$ cat src/rtl/y86_pkg.sv
// Shared Y86-64 encodings and pipeline-control types used by the control unit.
package y86_pkg;

  localparam logic [3:0] I_HALT   = 4'h0;
  localparam logic [3:0] I_NOP    = 4'h1;
  localparam logic [3:0] I_MRMOVQ = 4'h5;
  localparam logic [3:0] I_JXX    = 4'h7;
  localparam logic [3:0] I_RET    = 4'h9;
  localparam logic [3:0] I_POPQ   = 4'hB;

  localparam logic [2:0] S_AOK = 3'd1;
  localparam logic [2:0] S_HLT = 3'd2;
  localparam logic [2:0] S_ADR = 3'd3;
  localparam logic [2:0] S_INS = 3'd4;

  localparam logic [3:0] RNONE = 4'hF;

  typedef enum logic {
    RUN    = 1'b0,
    HALTED = 1'b1
  } ctrl_state_t;

  // Instructions whose result arrives only from data memory.
  function automatic logic is_mem_load(input logic [3:0] icode);
    return (icode == I_MRMOVQ) || (icode == I_POPQ);
  endfunction

endpackage

$ cat src/rtl/pipe_perf_cnt.sv
// Cycle, retired-instruction and stall-cycle counters sharing one enable.
module pipe_perf_cnt
  import y86_pkg::*;
#(
  parameter int CNT_W = 32
) (
  input  logic             clk,
  input  logic             rst_n,
  input  logic             en_i,
  input  logic             retire_i,
  input  logic             stall_i,
  output logic [CNT_W-1:0] cycle_cnt_o,
  output logic [CNT_W-1:0] retired_cnt_o,
  output logic [CNT_W-1:0] stall_cnt_o
);

  localparam logic [CNT_W-1:0] CNT_ONE  = CNT_W'(1);
  localparam logic [CNT_W-1:0] CNT_ZERO = CNT_W'(0);

  logic [CNT_W-1:0] cycle_q, cycle_d;
  logic [CNT_W-1:0] retired_q, retired_d;
  logic [CNT_W-1:0] stall_q, stall_d;

  // Next-count selection; all counters wrap naturally.
  always_comb begin
    cycle_d   = cycle_q;
    retired_d = retired_q;
    stall_d   = stall_q;
    if (en_i) begin
      cycle_d = cycle_q + CNT_ONE;
      if (retire_i) begin
        retired_d = retired_q + CNT_ONE;
      end else begin
        retired_d = retired_q;
      end
      if (stall_i) begin
        stall_d = stall_q + CNT_ONE;
      end else begin
        stall_d = stall_q;
      end
    end else begin
      cycle_d   = cycle_q;
      retired_d = retired_q;
      stall_d   = stall_q;
    end
  end

  // Counter registers with synchronous clear.
  always_ff @(posedge clk) begin
    if (!rst_n) begin
      cycle_q   <= CNT_ZERO;
      retired_q <= CNT_ZERO;
      stall_q   <= CNT_ZERO;
    end else begin
      cycle_q   <= cycle_d;
      retired_q <= retired_d;
      stall_q   <= stall_d;
    end
  end

  assign cycle_cnt_o   = cycle_q;
  assign retired_cnt_o = retired_q;
  assign stall_cnt_o   = stall_q;

endmodule

$ cat src/rtl/pipe_ctrl.sv
// Y86-64 pipeline control: hazard stall/bubble generation, run/halt FSM and
// performance counters.
module pipe_ctrl
  import y86_pkg::*;
#(
  parameter int CNT_W = 32
) (
  input  logic             clk,
  input  logic             rst_n,
  input  logic [3:0]       D_icode,
  input  logic [3:0]       E_icode,
  input  logic [3:0]       M_icode,
  input  logic [3:0]       W_icode,
  input  logic [3:0]       d_srcA,
  input  logic [3:0]       d_srcB,
  input  logic [3:0]       E_dstM,
  input  logic             e_cnd,
  input  logic [2:0]       m_stat,
  input  logic [2:0]       W_stat,
  output logic             F_stall,
  output logic             D_stall,
  output logic             W_stall,
  output logic             D_bubble,
  output logic             E_bubble,
  output logic             M_bubble,
  output logic             halted,
  output logic [2:0]       final_stat,
  output logic [CNT_W-1:0] cycle_cnt,
  output logic [CNT_W-1:0] retired_cnt,
  output logic [CNT_W-1:0] stall_cnt
);

  ctrl_state_t state_q, state_d;
  logic [2:0]  final_stat_q, final_stat_d;

  logic load_use;
  logic ret_pend;
  logic mispred;
  logic exc_m;
  logic exc_w;
  logic run_mode;

  assign load_use = is_mem_load(E_icode) && (E_dstM != RNONE) &&
                    ((E_dstM == d_srcA) || (E_dstM == d_srcB));
  assign ret_pend = (D_icode == I_RET) || (E_icode == I_RET) || (M_icode == I_RET);
  assign mispred  = (E_icode == I_JXX) && !e_cnd;
  assign exc_m    = (m_stat != S_AOK);
  assign exc_w    = (W_stat != S_AOK);

  // Reset forces the RUN equations even if the state register still holds HALTED.
  assign run_mode = !rst_n || (state_q == RUN);

  // Stall/bubble controls; D stall has priority over D bubble.
  always_comb begin
    F_stall  = 1'b0;
    D_stall  = 1'b0;
    W_stall  = 1'b0;
    D_bubble = 1'b0;
    E_bubble = 1'b0;
    M_bubble = 1'b0;
    if (run_mode) begin
      F_stall  = load_use || ret_pend;
      D_stall  = load_use;
      D_bubble = mispred || (ret_pend && !load_use);
      E_bubble = mispred || load_use;
      M_bubble = exc_m || exc_w;
      W_stall  = exc_w;
    end else begin
      F_stall  = 1'b1;
      D_stall  = 1'b1;
      W_stall  = 1'b1;
      D_bubble = 1'b0;
      E_bubble = 1'b1;
      M_bubble = 1'b1;
    end
  end

  // Run/halt next-state: the first non-AOK retirement freezes the machine.
  always_comb begin
    state_d      = state_q;
    final_stat_d = final_stat_q;
    case (state_q)
      RUN: begin
        if (exc_w) begin
          state_d      = HALTED;
          final_stat_d = W_stat;
        end else begin
          state_d      = RUN;
          final_stat_d = final_stat_q;
        end
      end
      HALTED: begin
        state_d      = HALTED;
        final_stat_d = final_stat_q;
      end
      default: begin
        state_d      = RUN;
        final_stat_d = S_AOK;
      end
    endcase
  end

  // State and halt-cause registers.
  always_ff @(posedge clk) begin
    if (!rst_n) begin
      state_q      <= RUN;
      final_stat_q <= S_AOK;
    end else begin
      state_q      <= state_d;
      final_stat_q <= final_stat_d;
    end
  end

  assign halted     = rst_n && (state_q == HALTED);
  assign final_stat = final_stat_q;

  pipe_perf_cnt #(
    .CNT_W(CNT_W)
  ) u_perf (
    .clk          (clk),
    .rst_n        (rst_n),
    .en_i         (state_q == RUN),
    .retire_i     ((W_stat == S_AOK) && (W_icode != I_NOP)),
    .stall_i      (F_stall),
    .cycle_cnt_o  (cycle_cnt),
    .retired_cnt_o(retired_cnt),
    .stall_cnt_o  (stall_cnt)
  );

endmodule

$ cat config.mk
export PLATFORM = sky130hd
export DESIGN_NAME = pipe_ctrl
export DESIGN_NICKNAME = d
export VERILOG_FILES = /design/src/rtl/y86_pkg.sv /design/src/rtl/pipe_perf_cnt.sv /design/src/rtl/pipe_ctrl.sv
export SDC_FILE = /design/constraint.sdc
export NUM_CORES = 1
export LEC_CHECK = 0
export CORE_ASPECT_RATIO = 1.75
export CORE_UTILIZATION = 52
export CTS_BUF_LIST = sky130_fd_sc_hd__clkbuf_16
export CTS_CLUSTER_DIAMETER = 60
export DETAILED_ROUTE_END_ITERATION = 6
export GPL_ROUTABILITY_DRIVEN = 0
export GPL_TIMING_DRIVEN = 1
export PLACE_DENSITY = 0.86
export SYNTH_ARGS = -nofsm -noshare
export SYNTH_HDL_FRONTEND = slang
export SYNTH_SLANG_ARGS = --single-unit
$ cat constraint.sdc
create_clock -name clk -period 6.83 [get_ports clk]
set_input_delay 0.683 -clock clk [delete_from_list [all_inputs] [get_ports clk]]
set_output_delay 0.683 -clock clk [all_outputs]
set_load 0.005 [all_outputs]
Word-level counts from Yosys, hierarchy flattened
Cells that the tools add are included.
{"block": "op_classes", "addsub": 3, "bitwise": 1, "n_shift": 0, "n_lt_le_gt_ge": 0, "mul": 0, "eq_ne": 14, "mux": 10, "div_mod_pow": 0, "reduce_logical": 21}
{"cell": "$add A32 B1 Y32 const B", "n": 3}
{"cell": "$eq A4 B4 Y1 const B", "n": 4}
{"cell": "$logic_or A1 B1 Y1", "n": 9}
{"cell": "$eq A4 B3 Y1 const B", "n": 2}
{"cell": "$eq A4 B4 Y1", "n": 2}
{"cell": "$mux W1", "n": 7}
{"cell": "$logic_and A1 B1 Y1", "n": 6}
{"cell": "$mux W3", "n": 2}
{"cell": "$ne A3 B1 Y1 const B", "n": 2}
{"cell": "$reduce_and A2 Y1", "n": 3}
{"cell": "$ne A4 B1 Y1 const B", "n": 1}
{"cell": "$ne A4 B4 Y1 const B", "n": 1}
{"cell": "$eq A3 B1 Y1 const B", "n": 1}
{"cell": "$logic_not A1 Y1", "n": 3}
{"cell": "$ne A2 B2 Y1 const B", "n": 1}
{"cell": "$pmux W1 S2", "n": 1}
{"cell": "$not A1 Y1", "n": 1}
{"block": "word_totals", "reg_bits": 100, "out_inout_bits": 106, "romBits": 0, "memories": 0, "latch_bits": 0, "word_cells": 54, "input_bits": 37, "ram_bits": 0}

Logic depth before layout (Yosys ltp)
Gate-level depths: netlist of the first run.
{"block": "depth", "ltp_word": 8, "ltp_mapped": 7, "depth_no_buf": 6}

Cells and area by module
A second synthesis of the first run with hierarchy kept.
{"block": "unflattened", "cells_unflattened": 556, "area_unflattened_um2": 4708.3}
{"mod": "pipe_perf_cnt", "seq_area_each_um2": 1921.8, "cells_per_inst": 505, "n_inst": 1, "area_per_inst_um2": 4307.9}
{"mod": "pipe_ctrl", "seq_area_each_um2": 80.1, "cells_per_inst": 51, "n_inst": 1, "area_per_inst_um2": 400.4}

Worst setup path before layout of the first run
OpenSTA, ideal clock, no wires.
{"block": "synth_path", "path_kind": "input to register", "start": "input W_stat[2]", "end": "register u_perf.retired_q[26] (netlist: u_perf.retired_cnt_o[26])", "n_path_buf": 1, "t_required_ns": 6.760, "arrival_time_ns": 2.358, "stages": 6, "setup_ns": 0.070, "path_slack_ns": 4.401, "path_cell_list": "nor4b_4 > nand2b_2 > or4_1 > buf_2 > or4_1 > a21oi_1"}
{"block": "synth_via", "elab_chain_cells": 3}
{"element": "from (decl)", "line": "pipe_ctrl.sv:19", "source": "input logic [2:0] W_stat,"}
{"element": "$eq A3 B1 Y1", "line": "pipe_ctrl.sv:123", "source": ".retire_i ((W_stat == S_AOK) && (W_icode != I_NOP)),"}
{"element": "$logic_and A1 B1 Y1", "line": "pipe_ctrl.sv:123"}
{"element": "$reduce_and A2 Y1 (no source line)"}
{"element": "to (signal assigned)", "line": "pipe_perf_cnt.sv:56", "source": "retired_q <= retired_d;"}
{"element": "to (decl)", "line": "pipe_perf_cnt.sv:21", "source": "logic [CNT_W-1:0] retired_q, retired_d;"}
No other way between the ends.
A chain may end at the register's enable or synchronous reset.

Final worst setup path of the first run
{"block": "layout_path", "start": "input E_dstM[0]", "end": "output F_stall"}
{"block": "layout_via", "elab_chain_cells": 5, "word_cells_on_any_way": 8, "classes_between": "3 x eq/ne; 1 x mux; 4 x reduce/logical"}
{"element": "from (decl)", "line": "pipe_ctrl.sv:16", "source": "input logic [3:0] E_dstM,"}
{"element": "$ne A4 B4 Y1 or $eq A4 B4 Y1 (tied branches)", "line": "pipe_ctrl.sv:43, pipe_ctrl.sv:44"}
{"element": "$logic_and A1 B1 Y1 or $logic_or A1 B1 Y1 (tied branches)", "line": "pipe_ctrl.sv:43, pipe_ctrl.sv:44"}
{"element": "$logic_and A1 B1 Y1 (*)", "line": "pipe_ctrl.sv:43", "source": "assign load_use = is_mem_load(E_icode) && (E_dstM != RNONE) &&"}
{"element": "$logic_or A1 B1 Y1 (*)", "line": "pipe_ctrl.sv:62", "source": "F_stall = load_use || ret_pend;"}
{"element": "$mux W1 (*)", "line": "pipe_ctrl.sv:61", "source": "if (run_mode) begin"}
{"element": "to (decl)", "line": "pipe_ctrl.sv:20", "source": "output logic F_stall,"}
Mark *: on every way between the ends. The rest lies on a longest branch, timed or not.

==> impl_results.md, run 1 <==
* Status: completed
* Minimum clock period at 3.61 ns
* Total Neg Setup Slack at 0 ns
* Max Cap Viol at 0
* Vias in the first global route at between 4000 and 5000
* FP Rows at 47
* Worst slew pin tran at ~1.1 ns
* Most frequent CP cell: clkdlybuf4s50_1
* Tot Pwr at about 1.2 mW
* Crit path kind: in2out
* Largest family of logic cells by synthesized area: simple AND/OR/NAND/NOR gates
* H-tree Lvls at 3
* Root Buffer Master: clkbuf_16
* Slew margin rel. at 0.241
* CP arrival at about 3 ns
* Slowest stage delay, CP at 0.50 ns
* Area leader, netlist: dfxtp_1
* Hold Vio Cnt, Final at 0
* Number of enable flip-flop cells after synthesis at 0
* Via count at 4920
* Yosys reg bits at 100
* Worst clock skew at around 0.012 ns
* Die Footprint at around 10000 um2
* Antenna violations before repair at 0
* DP Area at approximately 6500 um2
* PnR worst setup slack at approximately 3.2 ns
* CP Buf/Inv Count at 2
* Reg clk slew, reported paths at 0.07 ns
* Total gr overflow at 0
* Primary FF master, synth: dfxtp_1
* Core ar. at approximately 9400 um2
* RSZ-0062 raised after global routing: no
* Share of layout cells above drive strength 1 at 0.0323
* Synth warnings at 0
* Post-DP HPWL at roughly 9.6 mm
* Buffer depth of the longest clock path at 2
* Fin cells at a little under 900
* Met3 Use GR at 0.0484
* Hold WC Path Type: reg2reg
* Detailed Route WL at about 13 mm
* Pre-CTS setup slack at between 3 and 4 ns
* Netlist cell types at 46
* Sequential area share after synthesis at 0.398
* First-pass GRT wire length at between 20 and 25 mm
* Number of DRC markers in iteration 0 at ~230
* Syn_nets at between 600 and 700
* ANT nets after route at 0
* Post-Synth XOR/XNOR Area at 0.0818
* Syn-to-layout area delta at 35.4%
* IO Count at about 140
* Post-Syn Area at slightly above 5000 um2
* Post-Synth Simple-Gate Area at 0.316
* Clock sinks at 100
* CTS tree: done
* TritonRoute pass-1 iters at 5
* Total leakage power at approximately 2.2 nW
* Post-CTS Setup Bufs at 0
* CTS Hold Bufs at 0
* Busiest grt layer: met2
* CP max stage cell: clkdlybuf4s50_1
* Fin area at slightly below 7000 um2
* Synth Area in Adders at 0.00746
* Worst IR drop on VDD at 154 uV
* CP cell instances: clkdlybuf4s50_1 -> xor2_1 -> nor4_1 -> o21ai_1 -> and2_1 -> nand2_1 -> clkdlybuf4s50_1
* Synth top area cells: dfxtp_1 40%, mux2i_1 6.6%, nand2_1 5.2%, xnor2_1 5.2%, a21oi_1 4.8%
* Max Fclk at about 280 MHz
* Vias per cell at approximately 5.7
* Synth cell count leaders: 100 x dfxtp_1, 70 x nand2_1, 49 x nor2_1, 48 x a21oi_1, 33 x mux2i_1
* Setup Viol. Count Final at 0
* Die H at around 130 um
* Max Slew Vio Count at 0
* Yosys top cell area share at 0.398
* PwrDens at 176 nW/um2
* Compound-gate portion of the synthesized area at 0.0957
* Met1 GRT Util at 0.257
* Dpl cells at between 800 and 900
* Residual DRC count at 0
* Crit share post-route at 0.529
* Worst-Skew Late Latency at 0.35 ns
* Mux share of post-synthesis cell area at 0.0656
* ANT cells at 0
* Worst path required time at roughly 6.2 ns
* Post-DR wirelength/cell at roughly 15 um
* Setup crit start kind: input port
* Top delay family on crit path: buffers and inverters
* FILL cells at 729
* Nature of the critical path endpoint: output pin
* Avg Cell Area, Syn at between 8 and 9 um2
* CTS Buf Count at 9
* Net count, final at between 700 and 800
* Global-route total usage across every layer at 0.256
* Most numerous cell in the Yosys netlist: dfxtp_1
* Resized Gates After CTS at 0
* Met2 Usage GRT at 0.494
* Post-synthesis cell count at between 600 and 700
* Largest net degree at the start of global routing at 70
* Worst-path maximum fanout at 7
* Die width at between 70 and 80 um
* Async S/R FF share, synth at 0
* Starting density of the core at 0.535
* Port Buffer Count at 142
-- where the power goes --
group	leakage [nW]	total, mW	internal (mW)	switching (mW)
combinational	1.21	0.0743	0.0409	0.0335
sequential	0.807	0.592	0.586	0.00559
clock	0.155	0.534	0.294	0.240
total	2.18	1.20	0.921	0.280
-- layout by cell type, fill, tap and decap left out, types with 4 or more instances in the layout --
master,n
or3_1,19
nor4_1,13
nand2b_1,32
and4_1,7
clkbuf_16,9
dfxtp_1,100
nand3_1,27
nand2_1,70
clkdlybuf4s50_1,141
nand4_1,27
nor4bb_1,4
or4_1,8
xnor2_1,30
xor2_1,17
nor2_1,49
mux2i_1,33
o21ai_0,21
inv_1,17
nor3_1,15
and3_1,6
and2_1,4
a21oi_1,48
-- state kept, by name, indices dropped and copies added (netlist names) --
register              cells
u_perf.retired_cnt_o     32
state_q                   1
u_perf.cycle_cnt_o       32
u_perf.stall_cnt_o       32
final_stat                3
-- final timing paths --
check	start	endpoint	slack [ns]	depth (start not counted)
min	final_stat[0]	final_stat[0]	0.49	2
max	E_dstM[0]	F_stall	3.22	7
max reg2reg	state_q	u_perf.retired_cnt_o[26]	4.10	5
min reg2reg	final_stat[0]	final_stat[0]	0.49	2
-- metal layers --
layer / vias to the layer above / share of wire
met4: 0 / 0.026
li1: 2410 / -
met1: 2332 / 0.37
met5: - / 0
met2: 153 / 0.55
met3: 25 / 0.054
-- worst min-delay path: cells and delay by family (launching register included) --
family          cells  cell delay, ns
compound gates      1            0.07
flops               1            0.34
simple gates        1            0.06
-- kinds of logic after synthesis --
logic type      Yosys count
xor+xnor                 47
mux                      33
fa+ha+maj                 3
buf+inv                  46
flops                   100
compound gates           87
simple gates            296
-- stage by stage --
stage / util / hold WS, ns
floorplan: - / 0.459
global placement: 0.691 / 0.458
detailed placement: 0.691 / 0.470
CTS: 0.724 / 0.491
global route: 0.724 / 0.505
finish: 0.724 / 0.488
-- area by class of cell --
type                            instances  area, um2  share of cell area
Inverter                               18       67.6             0.00991
Sequential cell                       100       2000               0.294
Timing Repair Buffer                  144       1430               0.210
Tap cell                              122        153              0.0224
Multi-Input combinational cell        466       2850               0.418
Clock buffer                            9        225              0.0330
Clock inverter                          7       87.6              0.0128
No activity file was read; power rests on OpenSTA's default activity.
==> run 2, diff against run 1 <==
--- a/config.mk
+++ b/config.mk
@@ -6,13 +6,13 @@
 export NUM_CORES = 1
 export LEC_CHECK = 0
 export CORE_ASPECT_RATIO = 1.75
-export CORE_UTILIZATION = 52
+export CORE_UTILIZATION = 48
 export CTS_BUF_LIST = sky130_fd_sc_hd__clkbuf_16
 export CTS_CLUSTER_DIAMETER = 60
 export DETAILED_ROUTE_END_ITERATION = 6
 export GPL_ROUTABILITY_DRIVEN = 0
 export GPL_TIMING_DRIVEN = 1
-export PLACE_DENSITY = 0.86
+export PLACE_DENSITY = 0.8
 export SYNTH_ARGS = -nofsm -noshare
 export SYNTH_HDL_FRONTEND = slang
 export SYNTH_SLANG_ARGS = --single-unit
==> constraint.sdc (replaced) <==
create_clock -name clk -period 3.7 [get_ports clk]
set_input_delay 0.37 -clock clk [delete_from_list [all_inputs] [get_ports clk]]
set_output_delay 0.37 -clock clk [all_outputs]
set_load 0.005 [all_outputs]
==> run 2 against run 1 <==
  * Clock skew is 0.0023 ns lower
  * Combinational power is 90% higher
  * Count of clock-buffer cells in the layout stayed put
  * Non-clock buffer count is 1 higher
  * Critical path type unchanged
==> impl_results.md, run 2 (synthesis gave the netlist of run 1 again) <==
* Total Neg Setup Slack at 0 ns (unchanged)
* Hold WC Path Type: reg2reg (unchanged)
* Most common cell after layout, fill and taps aside: clkdlybuf4s50_1 (unchanged)
* ANT nets after route at 0 (unchanged)
* Post-DR wirelength/cell at 14.8 um (was 15.2 um)
* Fin area at 6830 um2 (was 6820 um2)
* Post-DP HPWL at 9.50 mm (was 9.63 mm)
* Total gr overflow at 0 (unchanged)
* H-tree Lvls at 3 (unchanged)
* Via count at 4921 (was 4920)
* Hold Path Depth at 2 (unchanged)
* DP Area at 6520 um2 (was 6500 um2)
* FP Rows at 49 (was 47)
* Worst-path maximum fanout at 7 (unchanged)
* Root Buffer Master: clkbuf_16 (unchanged)
* Worst slew pin tran at 1.12 ns (was 1.13 ns)
* Die width at 79.4 um (was 76.4 um)
* Detailed Route WL at 12.9 mm (was 13.2 mm)
* Port Buffer Count at 142 (unchanged)
* Antenna violations before repair at 0 (unchanged)
* Number of DRC markers in iteration 0 at 147 (was 228)
* Reg clk slew, reported paths at 0.07 ns (about the same)
* IO Count at 143 (unchanged)
* Worst path required time at 3.33 ns (was 6.15 ns)
* Final core occ at 0.667 (was 0.724)
* Hold slack at 0.468 ns (was 0.488 ns)
* Total leakage power at 2.17 nW (was 2.18 nW)
* PnR worst setup slack at 0.732 ns (was 3.22 ns)
* Syn-to-layout area delta at 35.6% (was 35.4%)
* Fin cells at 872 (was 866)
* First-pass GRT wire length at 20.5 mm (was 21.2 mm)
* FF-to-FF path depth at 5 (unchanged)
* Tot Pwr at 2.20 mW (was 1.20 mW)
* Max Fclk at ~340 MHz
* CTS Hold Bufs at 0 (unchanged)
* Nature of the critical path endpoint: output pin (unchanged)
* Worst IR drop on VDD at 265 uV (was 154 uV)
* Status: completed (unchanged)
* Die H at 137 um (was 132 um)
* Starting density of the core at 0.492 (was 0.535)
* Max Slew Vio Count at 0 (unchanged)
* Commonest non-fill, non-tap cells in the layout: 141 x clkdlybuf4s50_1, 100 x dfxtp_1, 70 x nand2_1 (unchanged)
* Setup Viol. Count Final at 0 (unchanged)
* Resized Gates After CTS at 0 (unchanged)
* TritonRoute pass-1 iters at 4 (was 5)
* Pre-CTS setup slack at 0.698 ns (was 3.25 ns)
* Largest net degree at the start of global routing at 69 (was 70)
* Crit path kind: in2out (unchanged)
* Vias in the first global route at 4675 (was 4766)
* Post-CTS Setup Bufs at 0 (unchanged)
* Buffer depth of the longest clock path at 2 (unchanged)
* Residual DRC count at 0 (unchanged)
* PwrDens at 322 nW/um2 (was 176 nW/um2)
* CTS Buf Count at 9 (unchanged)
* Crit share post-route at 0.802
* Share of layout cells above drive strength 1 at 0.0336 (was 0.0323)
* ANT cells at 0 (unchanged)
* Minimum clock period at 2.97 ns
* Worst clock skew at 0.0100 ns (was 0.0123 ns)
* Dpl cells at 856 (was 850)
* CTS tree: done (unchanged)
* Worst-Skew Late Latency at 0.34 ns (was 0.35 ns)
* Setup crit start kind: input port (unchanged)
* Vias per cell at 5.64 (was 5.68)
* Core ar. at 10200 um2 (was 9410 um2)
* Global-route total usage across every layer at 0.236 (was 0.256)
* Clock sinks at 100 (unchanged)
* Hold Vio Cnt, Final at 0 (unchanged)
* Die Footprint at 10900 um2 (was 10100 um2)
* Max Cap Viol at 0 (unchanged)
* Net count, final at 780 (was 779)
* Slew margin rel. at 0.251 (was 0.241)
* CP arrival at 2.60 ns (was 2.93 ns)
* RSZ-0062 raised after global routing: no (unchanged)
[run 2: cell count changes in the layout (fill, tap and decap cells not counted), sizes merged]
cell      before  now
clkinvlp       0    1
buf            3    4
inv           23   21
clkinv         1    2
[run 2: path summary, 6_finish.rpt]
check / from / endpoint / slack, ns
worst max-delay path: E_dstM[1] / F_stall / 0.73
worst min register to register: u_perf.stall_cnt_o[31] / u_perf.stall_cnt_o[31] / 0.47
worst max register to register: u_perf.cycle_cnt_o[11] / u_perf.cycle_cnt_o[31] / 1.22
worst min-delay path: u_perf.stall_cnt_o[31] / u_perf.stall_cnt_o[31] / 0.47
[run 2: cell type report]
class / count / area [um2]
flip-flops and latches: 100 / 2000
well taps: 127 / 159
clock inverters: 7 / 83.8
inverters: 18 / 67.6
clock buffers: 9 / 225
fillers: 837 / 3410
repair buffers: 145 / 1440
multi-input cells: 466 / 2850
[run 2: where the power goes]
part	switching, mW	internal, mW	leakage (nW)
combinational	0.0645	0.0763	1.22
sequential	0.00748	1.08	0.807
clock	0.432	0.536	0.149
[run 2: metal layers]
| metal | up-vias | wire length, um | global-route usage |
|---|---|---|---|
| li1 | 2414 | - | - |
| met1 | 2355 | 4900 | 0.237 |
| met2 | 126 | 7210 | 0.460 |
| met3 | 26 | 489 | 0.0530 |
| met4 | 0 | 304 | 0.0889 |
| met5 | - | 0 | 0 |
[run 2: worst max-delay path, stage by stage]
cell	delay [ns]
clkdlybuf4s50_1	0.47
xor2_1	0.20
nor4_1	0.47
o21ai_1	0.27
and2_1	0.25
nand2_1	0.07
clkdlybuf4s50_1	0.49
==> run 3, diff against run 2 <==
==> constraint.sdc (replaced) <==
create_clock -name clk -period 2.9 [get_ports clk]
set_input_delay 0.29 -clock clk [delete_from_list [all_inputs] [get_ports clk]]
set_output_delay 0.29 -clock clk [all_outputs]
set_load 0.005 [all_outputs]
==> run 3 against run 2 <==
  * Count of clock-buffer cells in the layout is the same
  * Register-to-register slack lost 0.72 ns
  * First-iteration DRC count grew 52%
==> impl_results.md, run 3 (synthesis gave the netlist of run 1 again) <==
* Number of DRC markers in iteration 0 at 224 (was 147)
* Most frequent CP cell: clkdlybuf4s50_1 (unchanged)
* CTS Hold Bufs at 0 (unchanged)
* Largest net degree at the start of global routing at 69 (unchanged)
* Antenna violations before repair at 0 (unchanged)
* RSZ-0062 raised after global routing: no (unchanged)
* ANT nets after route at 0 (unchanged)
* Commonest non-fill, non-tap cells in the layout: 141 x clkdlybuf4s50_1, 100 x dfxtp_1, 70 x nand2_1 (unchanged)
* Minimum clock period at 2.68 ns
* Total Neg Setup Slack at 0 ns (unchanged)
* Setup Viol. Count Final at 0 (unchanged)
* Post-CTS Setup Bufs at 0 (unchanged)
* Fin cells at 879 (was 872)
* Worst slew pin tran at 1.03 ns (was 1.12 ns)
* Vias in the first global route at 4632 (was 4675)
* Residual DRC count at 0 (unchanged)
* CTS tree: done (unchanged)
* Gate power share at 0.066 (was 0.064)
* CP max stage cell: nor4_1 (was clkdlybuf4s50_1)
* Core ar. at 10200 um2 (unchanged)
* Die width at 79.4 um (unchanged)
* R2R Setup Slk at 0.50 ns (was 1.22 ns)
* Met3 Use GR at 0.0411 (was 0.0530)
* Slew margin rel. at 0.310 (was 0.251)
* H-tree Lvls at 3 (unchanged)
* First-pass GRT wire length at 21.1 mm (was 20.5 mm)
* Post-DR wirelength/cell at 14.7 um (was 14.8 um)
* Worst clock skew at 0.0116 ns (was 0.0100 ns)
* Met2 Usage GRT at 0.477 (was 0.460)
* Buffer depth of the longest clock path at 2 (unchanged)
* Most common cell after layout, fill and taps aside: clkdlybuf4s50_1 (unchanged)
* ANT cells at 0 (unchanged)
* Switch share at 0.224 (was 0.229)
* Crit path kind: in2out (unchanged)
* Global-route total usage across every layer at 0.241 (was 0.236)
* Clk pwr share at 0.434 (was 0.440)
* Via count at 4887 (was 4921)
* Pint at 2.16 mW (was 1.70 mW)
* Net count, final at 787 (was 780)
* DP Area at 6570 um2 (was 6520 um2)
* Share of layout cells above drive strength 1 at 0.0412 (was 0.0336)
* Port Buffer Count at 142 (unchanged)
* Status: completed (unchanged)
* Post-DP HPWL at 9.62 mm (was 9.50 mm)
* IO Count at 143 (unchanged)
* TritonRoute pass-1 iters at 5 (was 4)
* Hold Vio Cnt, Final at 0 (unchanged)
* Reg clk slew, reported paths at 0.07 ns (about the same)
* Setup crit start kind: input port (unchanged)
* Worst-path maximum fanout at 3 (was 7)
* Worst IR drop on VDD at 291 uV (was 265 uV)
* Final core occ at 0.671 (was 0.667)
* Root Buffer Master: clkbuf_16 (unchanged)
* Fin area at 6870 um2 (was 6830 um2)
* CP arrival at 2.39 ns (was 2.60 ns)
* Slowest stage delay, CP at 0.49 ns (about the same)
* CP cell instances: clkdlybuf4s50_1 -> xor2_1 -> nor4_1 -> o21ai_1 -> and2_1 -> nand2_1 -> clkdlybuf4s50_1 (unchanged)
* Total gr overflow at 0 (unchanged)
* Hold slack at 0.479 ns (was 0.468 ns)
* Die H at 137 um (unchanged)
* Busiest grt layer: met2 (unchanged)
* Vias per cell at 5.56 (was 5.64)
* Met1 GRT Util at 0.246 (was 0.237)
* Max Fclk at 374 MHz
* Resized Gates After CTS at 0 (unchanged)
* Syn-to-layout area delta at 36.5% (was 35.6%)
* Crit share post-route at 0.923
* Max Cap Viol at 0 (unchanged)
* Dpl cells at 863 (was 856)
* Flop pwr share at 0.501 (was 0.496)
* FP Rows at 49 (unchanged)
* Nature of the critical path endpoint: output pin (unchanged)
* Starting density of the core at 0.492 (unchanged)
* Die Footprint at 10900 um2 (unchanged)
* CTS Buf Count at 9 (unchanged)
* Worst path required time at 2.61 ns (was 3.33 ns)
* Clock sinks at 100 (unchanged)
* Hold WC Path Type: reg2reg (unchanged)
* Detailed Route WL at 12.9 mm (about the same)
* PwrDens at 404 nW/um2 (was 322 nW/um2)
* Max Slew Vio Count at 0 (unchanged)
* Switching power total at 623 uW (was 504 uW)
* Total leakage power at 2.20 nW (was 2.17 nW)
* Worst-Skew Late Latency at 0.35 ns (was 0.34 ns)
==> run 3: changes by cell type in the layout (fill, tap and decap cells not counted) <==
cell / delta
clkinv_2: +1
buf_4: +7
clkinv_1: +1
inv_6: -1
clkinv_4: -1
==> run 3: through the flow <==
step | power (mW) | setup slack [ns]
after global routing | 2.88 | 0.147
after floorplan | 1.50 | 0.723
final | 2.78 | 0.223
after CTS | 2.80 | 0.230
after global placement | 1.60 | 0.246
after detailed placement | 1.61 | 0.116
==> run 3: area by class of cell <==
class                      count  area, um2
inverter                      18       67.6
multi-input combinational    466       2850
tap                          127        159
sequential                   100       2000
timing repair buffer         152       1490
clock inverter                 7       75.1
fill                         850       3370
clock buffer                   9        225
==> run 3: power groups by stage <==
stage | combinational (mW) | sequential, mW | clock [mW]
final | 0.182 | 1.39 | 1.21
after global routing | 0.200 | 1.39 | 1.29
after CTS | 0.184 | 1.39 | 1.23
after detailed placement | 0.183 | 1.42 | 0
after global placement | 0.176 | 1.42 | 0
after floorplan | 0.0823 | 1.42 | 0
==> run 3: final timing paths <==
| path | startpoint | endpoint | cells after the start |
|---|---|---|---|
| worst min register to register | u_perf.stall_cnt_o[31] | u_perf.stall_cnt_o[31] | 2 |
| worst max register to register | u_perf.retired_cnt_o[3] | u_perf.retired_cnt_o[26] | 5 |
| worst min-delay path | u_perf.stall_cnt_o[31] | u_perf.stall_cnt_o[31] | 2 |
| worst max-delay path | E_dstM[1] | F_stall | 7 |
==> run 3: layer usage <==
metal,part of all wire,routed length (um)
met4,0.020,254
met1,0.38,4920
met5,0,0
met2,0.56,7230
met3,0.037,478
==> run 3: worst max-delay path: cells and delay by family <==
| kind | cells | cell delay (ns) |
|---|---|---|
| AOI/OAI and AO/OA | 1 | 0.17 |
| xor gates and xnor gates | 1 | 0.19 |
| buffers and inverters | 2 | 0.96 |
| and+or+nand+nor | 3 | 0.78 |
